--- config.mk ---
export PLATFORM = sky130hd
export DESIGN_NAME = fd_de_pipe
export DESIGN_NICKNAME = d
export VERILOG_FILES = /design/src/rtl/fd_de_pipe.sv
export SDC_FILE = /design/constraint.sdc
export NUM_CORES = 1
export LEC_CHECK = 0
export CAP_MARGIN = 20
export CORE_AREA = 2 2 168 170
export DETAILED_ROUTE_END_ITERATION = 7
export DIE_AREA = 0 0 170 172
export GPL_TIMING_DRIVEN = 1
export HOLD_SLACK_MARGIN = 0.12
export PLACE_DENSITY = 0.7
export SLEW_MARGIN = 15
export SYNTH_ARGS = -nofsm -noshare
export SYNTH_HDL_FRONTEND = slang
export SYNTH_SLANG_ARGS = --single-unit
--- constraint.sdc ---
create_clock -name clk -period 2.4 [get_ports clk]
set_input_delay 0.48 -clock clk [delete_from_list [all_inputs] [get_ports clk]]
set_output_delay 0.48 -clock clk [all_outputs]
set_load 0.02 [all_outputs]
--- src/rtl/fd_de_pipe.sv ---
// -----------------------------------------------------------------------------
// fd_de_pipe
//
// F/D and D/E pipeline registers with a stall responder. A stall request
// (putoff) freezes the fetch PC and the F/D register and loads a bubble (all
// zeros) into the D/E register. A small state machine tracks how long a stall
// lasts. When a stall runs longer than ERR_LIMIT consecutive cycles, it raises
// a sticky stall_err flag. stall_cnt counts every stalled cycle since reset and
// saturates instead of wrapping.
//
// Ports
//   clk        : sole clock, rising edge
//   reset      : asynchronous, active-low reset
//   putoff     : stall request from the hazard detector
//   npc        : next fetch PC chosen in F/D
//   F_instr    : instruction fetched at F_pc
//   D_rs_data  : forwarded rs operand of the D instruction
//   D_rt_data  : forwarded rt operand of the D instruction
//   D_ext      : extended immediate of the D instruction
//   D_bpj      : D instruction is a branch/jump
//   F_pc       : current fetch PC
//   D_instr    : F/D register instruction
//   D_pc       : F/D register PC
//   E_*        : D/E register contents
//   E_bpj      : D/E copy of D_bpj
//   E_bubble   : E stage holds an inserted bubble
//   stall_cnt  : saturating count of stalled cycles since reset
//   stall_err  : sticky flag for an over-long stall
// All outputs come straight from registers.
// -----------------------------------------------------------------------------
module fd_de_pipe #(
  parameter logic [31:0] PC_RESET  = 32'h0000_3000,
  parameter int unsigned ERR_LIMIT = 3
) (
  input  logic        clk,
  input  logic        reset,
  input  logic        putoff,
  input  logic [31:0] npc,
  input  logic [31:0] F_instr,
  input  logic [31:0] D_rs_data,
  input  logic [31:0] D_rt_data,
  input  logic [31:0] D_ext,
  input  logic        D_bpj,
  output logic [31:0] F_pc,
  output logic [31:0] D_instr,
  output logic [31:0] D_pc,
  output logic [31:0] E_instr,
  output logic [31:0] E_pc,
  output logic [31:0] E_rs_data,
  output logic [31:0] E_rt_data,
  output logic [31:0] E_ext,
  output logic        E_bpj,
  output logic        E_bubble,
  output logic [15:0] stall_cnt,
  output logic        stall_err
);

  localparam logic [1:0] ST_RUN   = 2'd0;
  localparam logic [1:0] ST_STALL = 2'd1;
  localparam logic [1:0] ST_ERR   = 2'd2;

  // The run counter is only 2 bits wide, so the limit is compared in that width.
  localparam logic [1:0] ERR_LIM  = 2'(ERR_LIMIT);

  logic [1:0] state_reg;
  logic [1:0] state_next;
  logic [1:0] run_reg;
  logic       enter_err;

  always_comb begin
    state_next = state_reg;
    case (state_reg)
      ST_RUN: begin
        if (putoff) state_next = ST_STALL;
      end
      ST_STALL: begin
        if (!putoff)                 state_next = ST_RUN;
        else if (run_reg == ERR_LIM) state_next = ST_ERR;
        else                         state_next = ST_STALL;
      end
      ST_ERR: begin
        if (!putoff) state_next = ST_RUN;
      end
      default: state_next = ST_RUN;
    endcase
  end

  assign enter_err = (state_reg == ST_STALL) && (state_next == ST_ERR);

  always_ff @(posedge clk or negedge reset) begin
    if (!reset) begin
      state_reg <= ST_RUN;
      run_reg   <= 2'd0;
      F_pc      <= PC_RESET;
      D_instr   <= 32'd0;
      D_pc      <= 32'd0;
      E_instr   <= 32'd0;
      E_pc      <= 32'd0;
      E_rs_data <= 32'd0;
      E_rt_data <= 32'd0;
      E_ext     <= 32'd0;
      E_bpj     <= 1'b0;
      E_bubble  <= 1'b0;
      stall_cnt <= 16'd0;
      stall_err <= 1'b0;
    end else begin
      state_reg <= state_next;
      // stall_err stays set after the first entry into ERR, whatever the state later.
      if (enter_err) stall_err <= 1'b1;

      if (putoff) begin
        // STALL and ERR both freeze F/D and send a nop down to E.
        if (run_reg != 2'd3)        run_reg   <= run_reg + 2'd1;
        if (stall_cnt != 16'hFFFF)  stall_cnt <= stall_cnt + 16'd1;
        E_instr   <= 32'd0;
        E_pc      <= 32'd0;
        E_rs_data <= 32'd0;
        E_rt_data <= 32'd0;
        E_ext     <= 32'd0;
        E_bpj     <= 1'b0;
        E_bubble  <= 1'b1;
      end else begin
        run_reg   <= 2'd0;
        F_pc      <= npc;
        D_instr   <= F_instr;
        D_pc      <= F_pc;
        E_instr   <= D_instr;
        E_pc      <= D_pc;
        E_rs_data <= D_rs_data;
        E_rt_data <= D_rt_data;
        E_ext     <= D_ext;
        E_bpj     <= D_bpj;
        E_bubble  <= 1'b0;
      end
    end
  end

endmodule

---- After elaboration in Yosys (flattened, before gate mapping) ----
Cells that the tools add are included.
storage, ports and cells
  register bits after elaboration ......... 279
  bits in latches ......................... 0
  memory bits (writable) .................. 0
  ROM bits ................................ 0
  bits of input ports ..................... 164
  output and inout bits ................... 275
  memories ................................ 0
cells by class
  add/subtract/negate cells ............... 2
  $mul .................................... 0
  div/mod/pow operators ................... 0
  magnitude comparators ................... 0
  equal/unequal tests ..................... 7
  shifts and indexed selects .............. 0
  multiplexer cells ....................... 14
  bitwise gates (word level) .............. 0
  reduce and logical (&&, ||, !) cells .... 3
operators by type and width
  cell                                                                    number
  32-bit 2-to-1 mux                                                       5
  16-bit by 1-bit adder with 16-bit output (second input constant)        1
  16-bit != test (second input constant)                                  1
  2-bit 2-to-1 mux                                                        6
  2-bit equality test (second input constant)                             3
  2-bit one-hot mux with 3 select lines                                   1
  2-bit by 1-bit adder with 2-bit output (second input constant)          1
  2-bit by 1-bit equality test with 1-bit output (second input constant)  1
  2-bit logical NOT                                                       1
  1-bit 2-to-1 mux                                                        2
  2-bit by 1-bit != test with 1-bit output (second input constant)        1
  2-bit != test (second input constant)                                   1
  2-bit AND reduction                                                     1
  1-bit logical AND                                                       1

---- Depth between registers and ports, before layout ----
  word-level depth ........................ 6
  gate-level depth with buffers ........... 5
  depth with buffers taken out ............ 5

---- Worst setup path after synthesis ----
No wires, ideal clock.
  path type ............................... flip-flop to flip-flop
  start ................................... register stall_cnt[0]
  end ..................................... register stall_cnt[1]
  setup time .............................. 0.128 ns
  arrival ................................. 1.694 ns
  data required time ...................... 2.272 ns
  path slack .............................. 0.579 ns
  stages on the path, launching flop included .. 6
  path buffers ............................ 0
  clock period less this slack ............ 1.821 ns
  path through ............................ dfrtp_1 ha_1 nand2_1 or3_4 o21ai_2 mux2_1
between the ends
  longest elaborated chain between the ends .. 2
RTL lines
  item                                                                              line  text
  start, declared                                                                   54    output logic [15:0] stall_cnt,
  start signal, assigned                                                            114   if (stall_cnt != 16'hFFFF) stall_cnt <= stall_cnt + 16'd1;
  branches (longest 2 deep; another with 16-bit by 1-bit adder with 16-bit output)  --
Parallel ways; which one is timed is not known.
A chain may end at the register's enable or synchronous reset.

---- Final worst setup path ----
  start ................................... register F_pc[12]
  end ..................................... output F_pc[12]
RTL lines
  item                    line  text
  start, declared         44    output logic [31:0] F_pc,
  start signal, assigned  124   F_pc <= npc;
No word-level cell between the ends.

==> metrics.md <==
| Metric | Value |
|---|---|
| Die Area | `approximately 29000 sq um` |
| Hold crit path type | `in2reg` |
| Leak pwr | `6.55 nW` |
| Largest net degree at the start of global routing | `~130` |
| Core area | `about 27000 sq um` |
| GR Util All Layers | `between 10% and 20%` |
| R2r setup slk | `between 500 and 600 ps` |
| Count leader, synth | `dfrtp_1` |
| Initial DRC Count | `267` |
| Yosys warning count | `0` |
| Fin crit share | `89.4%` |
| Worst setup path startpoint | `F_pc[12]` |
| Critical path data required time | `around 1900 ps` |
| Crit-path slowest cell | `clkdlybuf4s50_1` |
| Setup crit end kind | `output pin` |
| Synth top area cells | `dfrtp_1 (72%), mux2_2 (11%), nor2b_1 (10%)` |
| CTS-repair resized insts | `0` |
| CTS Root Cell | `clkbuf_16` |
| Slew Limit Fails | `0` |
| TritonCTS Buffers | `28` |
| Syn Nets | `approximately 800` |
| DR vias | `around 6500` |
| DP Cell Count | `roughly 1400` |
| Die height | `about 170 microns` |
| Layout cells sized above 1 | `between 10 and 15%` |
| Max frequency | `approximately 470 MHz` |
| Minimum clock period | `~2100 ps` |
| Starting Density | `a little over a third` |
| Reg2Reg Depth | `5` |
| Critical path's top delay family | `buffers and inverters` |
| Post-synth ARST share | `100%` |
| First-pass GRT wire length | `between 30 and 40 mm` |
| Chip width | `roughly 170 microns` |
| Ant diodes | `0` |
| Dominant register cell in the synthesized netlist | `dfrtp_1` |
| Max FO, Critical Path | `3` |
| Post-Route WL | `26.7 mm` |
| CTS sink count | `279` |
| Synth cell count leaders | `dfrtp_1 (277), nor2b_1 (162), mux2_2 (97)` |
| Slew at the pin with the worst max-slew slack | `~650 ps` |
| Antenna-violating nets left | `0` |
| Critical path arrival | `around 1700 ps` |
| Unique cell type count in the Yosys netlist | `30` |
| Seq/Total Area, Yosys | `around 72%` |
| Final hold slack | `around 260 ps` |
| Syn-to-layout area delta | `59.3%` |
| FF-to-FF Start | `stall_cnt[0]` |
| Worst ir drop on vdd | `approximately 480 uV` |
| Number of buffers on the longest clock path | `3` |
| Final Hold Viols | `0` |
| GRT overflow | `0` |
| Initial antenna violation count | `1` |
| DR WL/cell | `between 15 and 20 microns` |
| Cells along the critical path | `clkdlybuf4s50_1` |
| Critical path's largest stage delay | `600 ps` |
| Headroom to the max-slew limit | `a little under three fifths` |
| Vias in the first global route | `6666` |
| H-Tree Depth | `1` |
| # fillers | `approximately 2300` |
| # port buffers | `~440` |
| EDFF count, synth | `0` |
| Number of remaining DRC errors | `0` |
| Clock slew seen by the registers of the worst setup and hold paths | `approximately 60 ps` |
| Storage cell area | `6980 sq um` |
| Unrepaired setup endpoints after global routing | `no` |
| Clk_skew | `7.07 ps` |
| Buf/Inv on CP | `1` |
| Multi-input gate area | `approximately 2600 sq um` |
| R2R Path End | `stall_cnt[1]` |
| CP endpoint | `F_pc[12]` |
| Synth area leader | `dfrtp_1` |
| Mapped Cells | `633` |
| Status | `finished, final reports clean` |
| Setup TNS | `0 ps` |
| Global placement routability congestion | `0.820` |
| # rows | `61` |
| Vias per cell | `around 4.5` |
| Critical path depth in cells | `1` |
| First-pass DRT Iterations | `4` |
| Final non-filler cell total | `~1400` |
| CTS tree | `built` |
| Dpl hpwl | `roughly 19 mm` |
| Clk_lat worst skew | `530 ps` |
| Overall Power | `roughly 12 mW` |
| Top cell type's share of synthesized area | `a little under three quarters` |
| Pwr Density | `between 700 and 800 nW/um^2` |
| Final nets | `1248` |
| Mapped Avg Cell Area | `between 15 and 20 sq um` |
| I/O pin cnt | `around 440` |
| Maxcap violations | `0` |
| Final setup vio count | `0` |
| CP startpoint kind | `flip-flop` |
| Post-synthesis register bit count | `around 280` |
| Critical path class | `reg2out` |
| Area of the mapped netlist | `slightly below 10000 sq um` |
==> metal layers <==
metal	vias up	wire length [microns]	GRT usage [%]
li1	2962	-	-
met4	2	621	4.16
met2	282	13000	31.1
met5	-	12	0
met1	3166	10500	20.8
met3	38	2550	6.57
==> layout by cell type, fill, tap and decap left out, drive strengths merged <==
| cell | n |
|---|---|
| nand4 | 7 |
| nand3 | 6 |
| mux2 | 98 |
| nand2 | 7 |
| mux2i | 2 |
| and2 | 3 |
| o21ai | 1 |
| dfrtp | 277 |
| ha | 2 |
| nor4 | 2 |
| a31oi | 1 |
| nor2 | 4 |
| a21oi | 5 |
| a41oi | 1 |
| o21bai | 1 |
| clkinv | 3 |
| and4 | 2 |
| clkbuf | 48 |
| or3 | 1 |
| clkdlybuf4s50 | 436 |
| nor2b | 162 |
| nor3 | 3 |
| xor2 | 4 |
| and3 | 2 |
| dfstp | 2 |
| inv | 1 |
| xnor2 | 9 |
| buf | 11 |
| nand2b | 1 |
| dlygate4sd3 | 1 |
==> worst min-delay path by stage <==
stage	start	end	cells after the start
after floorplan	reset	D_instr[0]	0
after global placement	reset	D_instr[31]	1
after detailed placement	reset	D_instr[31]	1
after CTS	putoff	stall_cnt[2]	3
after global routing	putoff	stall_cnt[2]	3
final	putoff	stall_cnt[2]	3
==> kinds of logic (layout without fill, tap and decap cells) <==
| logic type | count (synthesis) | in the layout | synth area share, % |
|---|---|---|---|
| flip-flops | 279 | 279 | 72.3 |
| AND/OR/NAND/NOR | 200 | 200 | 12.8 |
| multiplexers | 100 | 100 | 11.6 |
| buffers and inverters | 30 | 500 | 1.31 |
| XOR/XNOR | 13 | 13 | 1.18 |
| AO/OA/AOI/OAI | 9 | 9 | 0.583 |
| adder cells (fa/ha/maj) | 2 | 2 | 0.259 |
==> repair_timing <==
item	in CTS	in global routing
hold buffers	1	0
endpoints found under the hold margin	49	0
setup buffers	0	0
==> where the power goes <==
group,leakage [nW],internal (mW),switching [mW],total [mW]
logic,2.64,1.30,1.17,2.46
clock network,0.434,2.43,1.73,4.16
registers,3.48,5.15,0.291,5.44
==> layout make-up <==
type | instances | area share [%]
clock inverters | 3 | 0.0976
well taps | 346 | 2.81
repair buffers | 448 | 29.5
flip-flops and latches | 279 | 45.4
inverters | 1 | 0.0244
clock buffers | 48 | 5.63
multi-input cells | 324 | 16.6
==> through the flow <==
stage / instance area, sq um / util [%] / worst slack, ps
after floorplan: 9660 / - / 579
after global placement: 14500 / 52.8 / 657
after detailed placement: 14500 / 52.8 / 581
after CTS: 15400 / 56.0 / 221
after global routing: 15400 / 56.0 / 197
final: 15400 / 56.0 / 255
Power figures use the tool's default switching activity.
